File: src/rtl/addreg_pkg.sv
// Shared definitions for the register-file/adder command sequencer.
// Command word layout {op[7:6], rd[5:4], ra[3:2], rb[1:0]}, opcode and
// Y-operand source encodings, and the controller state encoding.
package addreg_pkg;

  localparam int CMD_W  = 8;
  localparam int REG_AW = 2;

  // Command field bit positions
  localparam int OP_LSB = 6;
  localparam int RD_LSB = 4;
  localparam int RA_LSB = 2;
  localparam int RB_LSB = 0;

  typedef enum logic [1:0] {
    OP_CLR  = 2'd0,
    OP_LDS  = 2'd1,
    OP_ADD  = 2'd2,
    OP_ADDS = 2'd3
  } op_e;

  // Adder Y operand source; 3 is reserved and behaves as zero in the datapath
  localparam logic [1:0] YS_REG  = 2'd0;
  localparam logic [1:0] YS_SW   = 2'd1;
  localparam logic [1:0] YS_ZERO = 2'd2;

  typedef enum logic [1:0] {
    S_IDLE = 2'd0,
    S_OPER = 2'd1,
    S_WB   = 2'd2,
    S_DONE = 2'd3
  } state_e;

  typedef struct packed {
    op_e               op;
    logic [REG_AW-1:0] rd;
    logic [REG_AW-1:0] ra;
    logic [REG_AW-1:0] rb;
  } cmd_t;

endpackage

File: src/rtl/addreg_decode.sv
// Opcode decoder: operand forcing and carry-flag policy per opcode.
//   op        in   opcode
//   x_zero    out  force adder X operand to zero
//   y_src     out  adder Y operand source
//   carry_upd out  carry_flag takes adder cout at writeback
//   carry_clr out  carry_flag cleared at writeback
module addreg_decode
  import addreg_pkg::*;
(
  input  op_e        op,
  output logic       x_zero,
  output logic [1:0] y_src,
  output logic       carry_upd,
  output logic       carry_clr
);

  always_comb begin
    x_zero    = 1'b1;
    y_src     = YS_ZERO;
    carry_upd = 1'b0;
    carry_clr = 1'b0;
    case (op)
      OP_CLR:  carry_clr = 1'b1;
      OP_LDS:  y_src = YS_SW;
      OP_ADD:  begin x_zero = 1'b0; y_src = YS_REG; carry_upd = 1'b1; end
      OP_ADDS: begin x_zero = 1'b0; y_src = YS_SW;  carry_upd = 1'b1; end
      default: ;
    endcase
  end

endmodule

File: src/rtl/addreg_sequencer.sv
// Command sequencer for the 4x4 register file + ripple adder datapath.
// One command per handshake, executed as OPER -> WB -> DONE, then IDLE.
//   ck, res            clock (rising), async active-low reset
//   cmd_valid/cmd      command in; cmd_ready high only in IDLE
//   cout_i             adder carry-out from the datapath
//   x_sel/x_zero       adder X operand register select / force zero
//   y_src/y_sel        adder Y operand source / register select
//   load               one-hot register write strobe, high only in WB
//   busy/done          command in progress / one-cycle completion pulse
//   carry_flag         last captured carry
// All outputs are flops whose next value is derived from the next state.
module addreg_sequencer
  import addreg_pkg::*;
#(
  parameter int DW   = 4,
  parameter int NREG = 4
) (
  input  logic             ck,
  input  logic             res,
  input  logic             cmd_valid,
  input  logic [CMD_W-1:0] cmd,
  output logic             cmd_ready,
  input  logic             cout_i,
  output logic [1:0]       x_sel,
  output logic             x_zero,
  output logic [1:0]       y_src,
  output logic [1:0]       y_sel,
  output logic [NREG-1:0]  load,
  output logic             busy,
  output logic             done,
  output logic             carry_flag
);

  // Register fields are fixed at 2 bits, so only four registers are addressable.
  if (NREG != 4 || DW < 1) begin : g_param_check
    $error("addreg_sequencer: NREG must be 4 and DW positive");
  end

  state_e            state, state_n;
  cmd_t              cmd_in;
  op_e               op_q, op_n, dec_op;
  logic [REG_AW-1:0] rd_q, rd_n;
  logic              accept;

  logic [1:0]        x_sel_n, y_sel_n, y_src_n;
  logic              x_zero_n, carry_n, done_n, busy_n, ready_n;
  logic [NREG-1:0]   load_n;

  logic              d_xz, d_cupd, d_cclr;
  logic [1:0]        d_ys;

  assign cmd_in = cmd_t'(cmd);
  assign accept = (state == S_IDLE) && cmd_valid && cmd_ready;

  // Decode the incoming opcode while idle (for the OPER selects), the
  // latched opcode otherwise (for the WB carry policy).
  assign dec_op = (state == S_IDLE) ? cmd_in.op : op_q;

  addreg_decode u_dec (
    .op        (dec_op),
    .x_zero    (d_xz),
    .y_src     (d_ys),
    .carry_upd (d_cupd),
    .carry_clr (d_cclr)
  );

  always_comb begin
    state_n  = state;
    op_n     = op_q;
    rd_n     = rd_q;
    x_sel_n  = x_sel;
    y_sel_n  = y_sel;
    x_zero_n = x_zero;
    y_src_n  = y_src;
    carry_n  = carry_flag;
    load_n   = '0;
    done_n   = 1'b0;
    case (state)
      S_IDLE: if (accept) begin
        state_n  = S_OPER;
        op_n     = cmd_in.op;
        rd_n     = cmd_in.rd;
        x_sel_n  = cmd_in.ra;
        y_sel_n  = cmd_in.rb;
        x_zero_n = d_xz;
        y_src_n  = d_ys;
      end
      S_OPER: begin
        state_n = S_WB;
        load_n  = {{(NREG-1){1'b0}}, 1'b1} << rd_q;
      end
      S_WB: begin
        // cout_i reflects the operands that are being written this edge.
        state_n = S_DONE;
        done_n  = 1'b1;
        if (d_cclr)      carry_n = 1'b0;
        else if (d_cupd) carry_n = cout_i;
      end
      S_DONE: state_n = S_IDLE;
      default: state_n = S_IDLE;
    endcase
    busy_n  = (state_n != S_IDLE);
    ready_n = (state_n == S_IDLE);
  end

  always_ff @(posedge ck or negedge res) begin
    if (!res) begin
      state      <= S_IDLE;
      op_q       <= OP_CLR;
      rd_q       <= '0;
      x_sel      <= '0;
      y_sel      <= '0;
      x_zero     <= 1'b1;
      y_src      <= YS_ZERO;
      load       <= '0;
      done       <= 1'b0;
      busy       <= 1'b0;
      cmd_ready  <= 1'b1;
      carry_flag <= 1'b0;
    end else begin
      state      <= state_n;
      op_q       <= op_n;
      rd_q       <= rd_n;
      x_sel      <= x_sel_n;
      y_sel      <= y_sel_n;
      x_zero     <= x_zero_n;
      y_src      <= y_src_n;
      load       <= load_n;
      done       <= done_n;
      busy       <= busy_n;
      cmd_ready  <= ready_n;
      carry_flag <= carry_n;
    end
  end

endmodule
File: config.mk
export PLATFORM = sky130hd
export DESIGN_NAME = addreg_sequencer
export DESIGN_NICKNAME = d
export VERILOG_FILES = /design/src/rtl/addreg_pkg.sv /design/src/rtl/addreg_decode.sv /design/src/rtl/addreg_sequencer.sv
export SDC_FILE = /design/constraint.sdc
export NUM_CORES = 1
export LEC_CHECK = 0
export ABC_AREA = 1
export CAP_MARGIN = 40
export CORE_MARGIN = 4
export CORE_UTILIZATION = 44
export CTS_CLUSTER_DIAMETER = 150
export CTS_CLUSTER_SIZE = 24
export DETAILED_ROUTE_END_ITERATION = 7
export PLACE_DENSITY = 0.77
export RECOVER_POWER = 25
export SLEW_MARGIN = 20
export SYNTH_ARGS = -nofsm -noshare
export SYNTH_HDL_FRONTEND = slang
export SYNTH_SLANG_ARGS = --single-unit
File: constraint.sdc
create_clock -name ck -period 1.41 [get_ports ck]
set_input_delay 0.2115 -clock ck [delete_from_list [all_inputs] [get_ports ck]]
set_output_delay 0.2115 -clock ck [all_outputs]
set_load 0.02 [all_outputs]
==> flow_metrics.env <==
export IMPL_outcome="finished clean"
export IMPL_cts_sinks=21
export IMPL_min_period_ns=1.35
export IMPL_finalHoldViolations=0
export IMPL_cp_arrival_ns=1.14
export IMPL_avgSynthCellArea_sq_um=10.2
export IMPL_drc=0
export IMPL_synth_seq_cells=21
export IMPL_min_period_over_period_pct=96.0
export IMPL_final_util_pct=64.9
export IMPL_die_width_um=51.9
export IMPL_instances_no_fill=139
export IMPL_finalClockSkew_ns=0.00512
export IMPL_ant_nets=0
export IMPL_crit_required_ns=1.20
export IMPL_p_per_area_mw_per_mm2=2070
export IMPL_dpl_cell_area_sq_mm=0.00114
export IMPL_nFillCells=161
export IMPL_drv_cap=0
export IMPL_slew_viol_final=0
export IMPL_worstSetupStartpointType="register"
export IMPL_cts_tree="done"
export IMPL_h_tree_depth=1
export IMPL_dp_cells=135
export IMPL_synthDistinctLibCells=18
export IMPL_synth_warnings=0
export IMPL_seq_area_frac_synth_pct=62.3
export IMPL_die_area_sq_mm=0.00270
export IMPL_ctsResizeCount=17
export IMPL_die_height_um=51.9
export IMPL_grtUsageTotal_pct=14.2
export IMPL_drive_gt1_share_pct=11.4
export IMPL_routed_wirelength_um=1580
export IMPL_io_buffers=26
export IMPL_io_pins=27
export IMPL_routed_via_density=4.50
export IMPL_crit_buf_inv=1
export IMPL_overflow=0
export IMPL_dp_hpwl_um=1180
export IMPL_fin_tns_setup_ns=0
export IMPL_grt_setup_unrepaired="no"
export IMPL_leakage_uw=0.000603
export IMPL_crit_family="flip-flops"
export IMPL_grt_max_degree=22
export IMPL_min_path_type="in -> async"
export IMPL_synthesis_nets=99
export IMPL_wl_per_cell_um=11.4
export IMPL_cp_cell_sequence="clkdlybuf4s15_1"
export IMPL_crit_path_max_fanout=2
export IMPL_post_cts_buffers=0
export IMPL_antenna_found_initial=0
export IMPL_syn_area_sq_um=850
export IMPL_slowest_stage="dfstp_2"
export IMPL_cts_root_buf="clkbuf_4"
export IMPL_worst_pin_slew_ns=0.502
export IMPL_max_stage_delay_ns=0.55
export IMPL_grt_pass1_vias=658
export IMPL_globalplace_congestion=0.788
export IMPL_grt_pass1_wl_um=2750
export IMPL_cts_hold_fix_buffers=0
export IMPL_final_cell_area_sq_mm=0.00116
export IMPL_areaGrowthSynthToFinish_pct=36.2
export IMPL_max_vdd_ir_drop_uv=1180
export IMPL_path_clk_slew_ns=0.12
export IMPL_placementRows=15
export IMPL_cts_buffers=3
export IMPL_insertion_delay_ns=0.30
export IMPL_first_pass_iters=5
export IMPL_relSlewSlack_pct=66.5
export IMPL_syn_inst=83
export IMPL_cp_end_kind="output port"
export IMPL_max_freq_mhz=739
export IMPL_path_class="reg -> out"
export IMPL_core_area_sq_mm=0.00178
export IMPL_finalSetupViolations=0
export IMPL_drtIter0Drc=6
export IMPL_nNetsFinal=131
export IMPL_diodes=0
export IMPL_fin_hold_ws_ns=0.394
export IMPL_vias=626
export IMPL_clk_path_buf_depth=2
export IMPL_initial_core_util_pct=47.6
routing by layer:
metal | up-vias | track usage (%) | part of all wire (%)
li1 | 318 | - | -
met1 | 284 | 16.8 | 44
met2 | 22 | 22.8 | 48
met3 | 2 | 2.58 | 6.4
met4 | 0 | 10.5 | 1.3
met5 | - | 0 | 0
where the power goes:
part	internal, uW	switching [uW]
sequential	890	120
combinational	450	649
clock	110	179
per-stage QoR:
step                      power [uW]  worst slack (ns)
after floorplan                 1740             0.204
after global placement          2200            0.0595
after detailed placement        2240            0.0572
after CTS                       2410           0.00796
after global routing            2600           0.00541
final                           2400            0.0568
cells in the mapped netlist:
library cell | number | area share [%]
inv_1 | 10 | 4.4
dfrtp_1 | 18 | 53
nand3_1 | 1 | 0.59
nor2_1 | 2 | 0.88
a21oi_1 | 2 | 1.2
nor3_1 | 4 | 2.4
nand3_4 | 1 | 2.1
buf_6 | 1 | 1.3
or2_1 | 1 | 0.74
a21o_1 | 1 | 0.88
nand2_1 | 28 | 12
ha_1 | 4 | 5.9
nand4_1 | 1 | 0.74
o21ai_0 | 3 | 1.8
o21a_1 | 1 | 0.88
clkinv_2 | 1 | 0.59
dfstp_2 | 3 | 9.3
and2_4 | 1 | 1.0
layout by cell type (no fill, tap or decap), drive strengths merged, types with 2 or more instances in the layout:
master,count
nand2,28
a21oi,2
dfrtp,18
nor3,4
dlygate4sd2,12
nand3,2
clkbuf,5
ha,4
nor2,2
clkdlybuf4s50,10
o21ai,3
dfstp,3
clkdlybuf4s15,3
inv,10
logic make-up (layout without fill, tap and decap cells):
logic type	after synthesis	in the layout	synth area share [%]
buffers and inverters	12	43	6.33
flip-flops	21	21	62.3
AND/OR/NAND/NOR	39	39	20.8
adder cells (fa/ha/maj)	4	4	5.89
AO/OA/AOI/OAI	7	7	4.71
path summary, 6_finish.rpt:
kind	slack [ns]	cells past startpoint	end	from
min in group ck	0.43	3	y_sel[1]$_DFFE_PN0P_	cmd[1]
max in group asynchronous	0.65	2	cmd_ready$_DFF_PN1_	res
hold / removal	0.39	2	load[2]$_DFF_PN0_	res
setup / recovery	0.06	1	x_zero	x_zero$_DFFE_PN1P_
setup reg to reg	0.11	5	y_src[0]$_DFFE_PN0P_	state[0]$_DFF_PN0_
hold reg to reg	0.47	1	load[0]$_DFF_PN0_	rd_q[1]$_DFFE_PN0P_
cell type report:
| cell class | instances | area [sq um] | share of cell area (%) |
|---|---|---|---|
| tap | 25 | 31.3 | 2.70 |
| inverter | 11 | 42.5 | 3.68 |
| timing repair buffer | 28 | 259 | 22.4 |
| sequential | 21 | 529 | 45.7 |
| multi-input combinational | 50 | 269 | 23.2 |
| clock buffer | 4 | 26.3 | 2.27 |
flip-flops by register name, indices dropped and copies added, names as in the netlist, 2 cells and up:
signal  cells
op_q        2
state       2
x_sel       2
rd_q        2
y_sel       2
load        4
y_src       2
No activity file was read; power rests on OpenSTA's default activity.
